==> config.mk <==
export PLATFORM = sky130hd
export DESIGN_NAME = axi_4_lite_mst
export DESIGN_NICKNAME = d
export VERILOG_FILES = /design/src/rtl/axi_4_lite_mst.sv
export SDC_FILE = /design/constraint.sdc
export NUM_CORES = 1
export LEC_CHECK = 0
export BUFFER_PORTS_ARGS = -buffer_cell sky130_fd_sc_hd__clkbuf_2
export CAP_MARGIN = 20
export CORE_ASPECT_RATIO = 1.5
export CORE_MARGIN = 4
export CORE_UTILIZATION = 47
export CTS_BUF_LIST = sky130_fd_sc_hd__clkbuf_16
export CTS_CLUSTER_DIAMETER = 50
export DETAILED_ROUTE_END_ITERATION = 8
export PLACE_DENSITY = 0.86
export SETUP_SLACK_MARGIN = 0.3
export SYNTH_ARGS = -nofsm -noshare
export SYNTH_HDL_FRONTEND = slang
export SYNTH_SLANG_ARGS = --single-unit
==> constraint.sdc <==
create_clock -name M_AXI_ACLK -period 3.08 [get_ports M_AXI_ACLK]
set_input_delay 0.616 -clock M_AXI_ACLK [delete_from_list [all_inputs] [get_ports M_AXI_ACLK]]
set_output_delay 0.616 -clock M_AXI_ACLK [all_outputs]
set_load 0.01 [all_outputs]
==> src/rtl/axi_4_lite_mst.sv <==
// Single-outstanding AXI4-Lite master: turns a command/response handshake into one AXI4-Lite read or write.
// Latency: command accept to RSP_VALID is 3 cycles minimum with an always-ready slave (read, or write with AW/W together).
// Backpressure: CMD_READY only in IDLE; every AXI VALID and RSP_VALID is held with a stable payload until its handshake.
module axi_4_lite_mst #(
    parameter int ADDR_WIDTH = 32,
    parameter int DATA_WIDTH = 32,
    parameter int STRB_WIDTH = DATA_WIDTH / 8
) (
    input  logic                  M_AXI_ACLK,
    input  logic                  M_AXI_ARESET,
    // command side
    input  logic                  CMD_VALID,
    output logic                  CMD_READY,
    input  logic                  CMD_WRITE,
    input  logic [ADDR_WIDTH-1:0] CMD_ADDR,
    input  logic [DATA_WIDTH-1:0] CMD_WDATA,
    input  logic [STRB_WIDTH-1:0] CMD_WSTRB,
    // response side
    output logic                  RSP_VALID,
    input  logic                  RSP_READY,
    output logic                  RSP_WRITE,
    output logic [DATA_WIDTH-1:0] RSP_RDATA,
    output logic [1:0]            RSP_RESP,
    // write address channel
    output logic                  M_AXI_AWVALID,
    input  logic                  M_AXI_AWREADY,
    output logic [ADDR_WIDTH-1:0] M_AXI_AWADDR,
    output logic [2:0]            M_AXI_AWPROT,
    // write data channel
    output logic                  M_AXI_WVALID,
    input  logic                  M_AXI_WREADY,
    output logic [DATA_WIDTH-1:0] M_AXI_WDATA,
    output logic [STRB_WIDTH-1:0] M_AXI_WSTRB,
    // write response channel
    input  logic                  M_AXI_BVALID,
    output logic                  M_AXI_BREADY,
    input  logic [1:0]            M_AXI_BRESP,
    // read address channel
    output logic                  M_AXI_ARVALID,
    input  logic                  M_AXI_ARREADY,
    output logic [ADDR_WIDTH-1:0] M_AXI_ARADDR,
    output logic [2:0]            M_AXI_ARPROT,
    // read data channel
    input  logic                  M_AXI_RVALID,
    output logic                  M_AXI_RREADY,
    input  logic [DATA_WIDTH-1:0] M_AXI_RDATA,
    input  logic [1:0]            M_AXI_RRESP
);

    localparam logic [2:0] S_IDLE         = 3'd0;
    localparam logic [2:0] S_WR_ADDR_DATA = 3'd1;
    localparam logic [2:0] S_WR_RESP      = 3'd2;
    localparam logic [2:0] S_RD_ADDR      = 3'd3;
    localparam logic [2:0] S_RD_DATA      = 3'd4;
    localparam logic [2:0] S_RESP         = 3'd5;

    logic [2:0]            state;
    logic [ADDR_WIDTH-1:0] addr_q;
    logic [DATA_WIDTH-1:0] wdata_q;
    logic [STRB_WIDTH-1:0] wstrb_q;
    logic                  write_q;
    logic                  awvalid_q;
    logic                  wvalid_q;
    logic                  arvalid_q;
    logic                  aw_done;
    logic                  w_done;
    logic [DATA_WIDTH-1:0] rsp_rdata_q;
    logic [1:0]            rsp_resp_q;

    // A channel counts as finished if it completed earlier or is completing on this edge,
    // so AW and W may finish in either order or together.
    logic aw_fin;
    logic w_fin;
    assign aw_fin = aw_done || (awvalid_q && M_AXI_AWREADY);
    assign w_fin  = w_done  || (wvalid_q  && M_AXI_WREADY);

    // Handshake-facing outputs derived from the state register and the latched command.
    assign CMD_READY     = (state == S_IDLE);
    assign RSP_VALID     = (state == S_RESP);
    assign M_AXI_BREADY  = (state == S_WR_RESP);
    assign M_AXI_RREADY  = (state == S_RD_DATA);
    assign M_AXI_AWVALID = awvalid_q;
    assign M_AXI_WVALID  = wvalid_q;
    assign M_AXI_ARVALID = arvalid_q;
    assign M_AXI_AWADDR  = addr_q;
    assign M_AXI_ARADDR  = addr_q;
    assign M_AXI_WDATA   = wdata_q;
    assign M_AXI_WSTRB   = wstrb_q;
    assign M_AXI_AWPROT  = 3'b000;
    assign M_AXI_ARPROT  = 3'b000;
    assign RSP_WRITE     = write_q;
    assign RSP_RDATA     = rsp_rdata_q;
    assign RSP_RESP      = rsp_resp_q;

    // Transaction sequencer: latch the command, drive each AXI channel, capture the response.
    always_ff @(posedge M_AXI_ACLK) begin
        if (M_AXI_ARESET) begin
            state       <= S_IDLE;
            addr_q      <= '0;
            wdata_q     <= '0;
            wstrb_q     <= '0;
            write_q     <= 1'b0;
            awvalid_q   <= 1'b0;
            wvalid_q    <= 1'b0;
            arvalid_q   <= 1'b0;
            aw_done     <= 1'b0;
            w_done      <= 1'b0;
            rsp_rdata_q <= '0;
            rsp_resp_q  <= 2'b00;
        end else begin
            case (state)
                S_IDLE: begin
                    if (CMD_VALID) begin
                        addr_q  <= CMD_ADDR;
                        wdata_q <= CMD_WDATA;
                        wstrb_q <= CMD_WSTRB;
                        write_q <= CMD_WRITE;
                        if (CMD_WRITE) begin
                            awvalid_q <= 1'b1;
                            wvalid_q  <= 1'b1;
                            aw_done   <= 1'b0;
                            w_done    <= 1'b0;
                            state     <= S_WR_ADDR_DATA;
                        end else begin
                            arvalid_q <= 1'b1;
                            state     <= S_RD_ADDR;
                        end
                    end
                end
                S_WR_ADDR_DATA: begin
                    if (awvalid_q && M_AXI_AWREADY) begin
                        awvalid_q <= 1'b0;
                        aw_done   <= 1'b1;
                    end
                    if (wvalid_q && M_AXI_WREADY) begin
                        wvalid_q <= 1'b0;
                        w_done   <= 1'b1;
                    end
                    if (aw_fin && w_fin) begin
                        state <= S_WR_RESP;
                    end
                end
                S_WR_RESP: begin
                    if (M_AXI_BVALID) begin
                        rsp_resp_q  <= M_AXI_BRESP;
                        rsp_rdata_q <= '0;
                        state       <= S_RESP;
                    end
                end
                S_RD_ADDR: begin
                    if (M_AXI_ARREADY) begin
                        arvalid_q <= 1'b0;
                        state     <= S_RD_DATA;
                    end
                end
                S_RD_DATA: begin
                    if (M_AXI_RVALID) begin
                        rsp_rdata_q <= M_AXI_RDATA;
                        rsp_resp_q  <= M_AXI_RRESP;
                        state       <= S_RESP;
                    end
                end
                S_RESP: begin
                    if (RSP_READY) begin
                        state <= S_IDLE;
                    end
                end
                default: begin
                    state <= S_IDLE;
                end
            endcase
        end
    end

endmodule
==> run_results.csv <==
group,metric,value,unit
status,run_status,"complete, no violations",
synthesis,ys_seq_area_share,50.21,%
synthesis,syn_area,4425,um2
routing,drc_errors,0,
clock_network,cts.sinks,111,
clock_network,cts_root_buf,"clkbuf_16",
cells_and_area,n_antenna_cell,0,
routing,num_vias,4295,
clock_network,cts_max_level,3,
placement,gp_congestion,0.7846,
sta,finalHoldViolations,0,
clock_network,cts_hold_buf,0,
clock_network,cts_setup_buffers,0,
clock_network,cts_tree,"yes",
grt,antenna_found_initial,0,
setup_path,reg2reg_depth,5,
synthesis,synth-edff-count,0,
synthesis,ys.warnings.count,0,
cells_and_area,fillers,834,
sta,slew_viol_final,0,
sta,fin_worst_skew,0.008142,ns
setup_path,rr_endpoint,"M_AXI_ARADDR[29]$_SDFFE_PP0P_",
floorplan,rows,43,
synthesis,avgSynthCellArea,7.988,um2
sta,tightest_slew,0.7350,ns
synthesis,async_flop_share,0,%
placement,port_buffers,255,
min_path,hold_path_class,"reg -> reg",
cells_and_area,final_cell_mix,"clkbuf_2, nand2_1, dfxtp_1, a21oi_1, nand3_1",
synthesis,netlist.area_leader.share,50.21,%
sta,max_freq,478.3,MHz
placement,hpwl,9067,um
cells_and_area,layout.area.seq,2222,um2
clock_network,postCtsResizedCells,0,
cells_and_area,final_core_util,62.27,%
cells_and_area,multi_input_area,1704,um2
clock_network,clockBufferDepth,2,
grt,grt-ovfl-total,0,
power,ir_drop,0.4601,mV
placement,dpl.cell_count,855,
setup_path,cp.arrival,1.47,ns
power,power_density,721.0,nW/um2
routing,first_iter_violations,142,
cells_and_area,drive_gt1_share,37.29,%
sta,timing.final.crit_share,67.87,%
setup_path,cp-end-kind,"primary output",
grt,grt_pass1_wl,19240,um
setup_path,crit_fanout,16,
cells_and_area,stdcell_count,871,
floorplan,start_util,48.10,%
cells_and_area,syn_to_final_growth,29.46,%
setup_path,startpoint,"state[0]$_SDFFE_PP0P_",
floorplan,design.die.area,11060,um2
floorplan,die_y,126.8,um
grt,grt_max_degree,68,
synthesis,postSynthCellCount,554,
clock_network,clk_pin_slew,0.07,ns
grt,grt.total_usage,21.31,%
clock_network,clk_latency,0.34,ns
synthesis,ys_types,33,
sta,fin_crit,2.091,ns
setup_path,start_kind,"register",
cells_and_area,nets,868,
routing,drt-pass1-iter-count,4,
power,power,4.131,mW
placement,place_ws,1.059,ns
synthesis,ys.flop_type,"dfxtp_1",
synthesis,ys_top_cells_by_area,"dfxtp_1, nand2_1, a21oi_1",
sta,setup_viol,0,
routing,drt-total-wl,12200,um
grt,grt_pass1_vias,4184,
routing,wl_per_cell,14.01,um
setup_path,crit_end,"RSP_VALID",
setup_path,setup.worst_path.class,"reg -> out",
sta,final.setup.worst_slack,0.9895,ns
routing,drtAntennaViolNets,0,
cells_and_area,final_common_cell,"clkbuf_2",
job,drv_cap,0,
setup_path,required,2.46,ns
floorplan,die_width,87.23,um
setup_path,r2r_start,"state[0]$_SDFFE_PP0P_",
sta,rsz0062_at_grt,"no",
floorplan,coreArea,9200,um2
sta,relSlewSlack,51.00,%
synthesis,ys_ff_latch,111,
power,p_leak,2.660,nW
routing,viasPerCell,4.931,
clock_network,cts_buffers,9,
floorplan,io_pins,262,
setup_path,rrSetupSlack,1.16,ns
min_path,hold_depth,2,
synthesis,synth_top_area_cell,"dfxtp_1",
sta,tns,0,ns
-- stage by stage --
step	hold WS [ns]	instance area [um2]
after floorplan	0.4412	4444
after global placement	0.4372	5438
after detailed placement	0.4421	5438
after CTS	0.4522	5729
after global routing	0.4799	5729
final	0.4486	5729
-- Yosys cell counts, drive strengths merged (2+ instances only) --
| cell | number |
|---|---|
| nor2 | 9 |
| a21oi | 107 |
| clkbuf | 12 |
| nand2 | 175 |
| nand3 | 32 |
| o21ai | 6 |
| inv | 4 |
| nor3 | 5 |
| dfxtp | 111 |
| mux2i | 3 |
| a211o | 3 |
| nand2b | 3 |
| buf | 66 |
| a211oi | 3 |
| o21a | 2 |
| nand3b | 2 |
| a21o | 2 |
-- power by group --
part | leakage (nW) | total (mW) | internal [mW] | switching, mW
clock network | 0.146 | 1.12 | 0.625 | 0.494
registers | 0.904 | 1.80 | 1.63 | 0.167
logic | 1.61 | 1.21 | 0.456 | 0.758
total | 2.66 | 4.13 | 2.71 | 1.42
-- state kept, by name, indices dropped and copies added, names as in the netlist --
register	count
M_AXI_AWVALID	1
M_AXI_WDATA	32
aw_done	1
w_done	1
M_AXI_WSTRB	4
RSP_RDATA	32
RSP_WRITE	1
state	3
RSP_RESP	2
M_AXI_WVALID	1
M_AXI_ARADDR	32
M_AXI_ARVALID	1
-- metal layers --
layer  vias up  global-route usage, %  wire, um
li1       2175                      -         -
met1      1923                  24.48      4616
met2       173                  36.96      6179
met3        24                  6.173      1081
met4         0                  7.769       326
met5         -                      0         0
-- worst max-delay path, cell delays in order (launching register included) --
cell and delay [ns]:
dfxtp_1 0.68, and3b_1 0.30, clkbuf_2 0.16
-- final cells by class --
type	count	share of cell area, %
flip-flops and latches	111	38.79
multi-input cells	366	29.74
repair buffers	262	23.67
clock buffers	9	3.931
well taps	112	2.446
clock inverters	7	1.157
inverters	4	0.2621
-- kinds of logic (layout without fill, tap and decap cells) --
kind of cell	Yosys count	in the layout	synth area share, %
muxes	3	3	0.6786
AOI/OAI and AO/OA	125	125	15.41
DFF	111	111	50.21
other	1	6	0.08474
buffers and inverters	82	282	11.73
and+or+nand+nor	232	232	21.88
-- worst min-delay path by stage --
stage / start / to / slack (ns)
finish: RSP_RDATA[28]$_SDFFE_PP0P_ / RSP_RDATA[28]$_SDFFE_PP0P_ / 0.45
global placement: RSP_RDATA[6]$_SDFFE_PP0P_ / RSP_RDATA[6]$_SDFFE_PP0P_ / 0.44
floorplan: aw_done$_SDFFE_PP0P_ / aw_done$_SDFFE_PP0P_ / 0.44
global route: RSP_RDATA[0]$_SDFFE_PP0P_ / RSP_RDATA[0]$_SDFFE_PP0P_ / 0.48
detailed placement: RSP_RDATA[28]$_SDFFE_PP0P_ / RSP_RDATA[28]$_SDFFE_PP0P_ / 0.44
CTS: RSP_RDATA[11]$_SDFFE_PP0P_ / RSP_RDATA[11]$_SDFFE_PP0P_ / 0.45
Power figures use the tool's default switching activity.
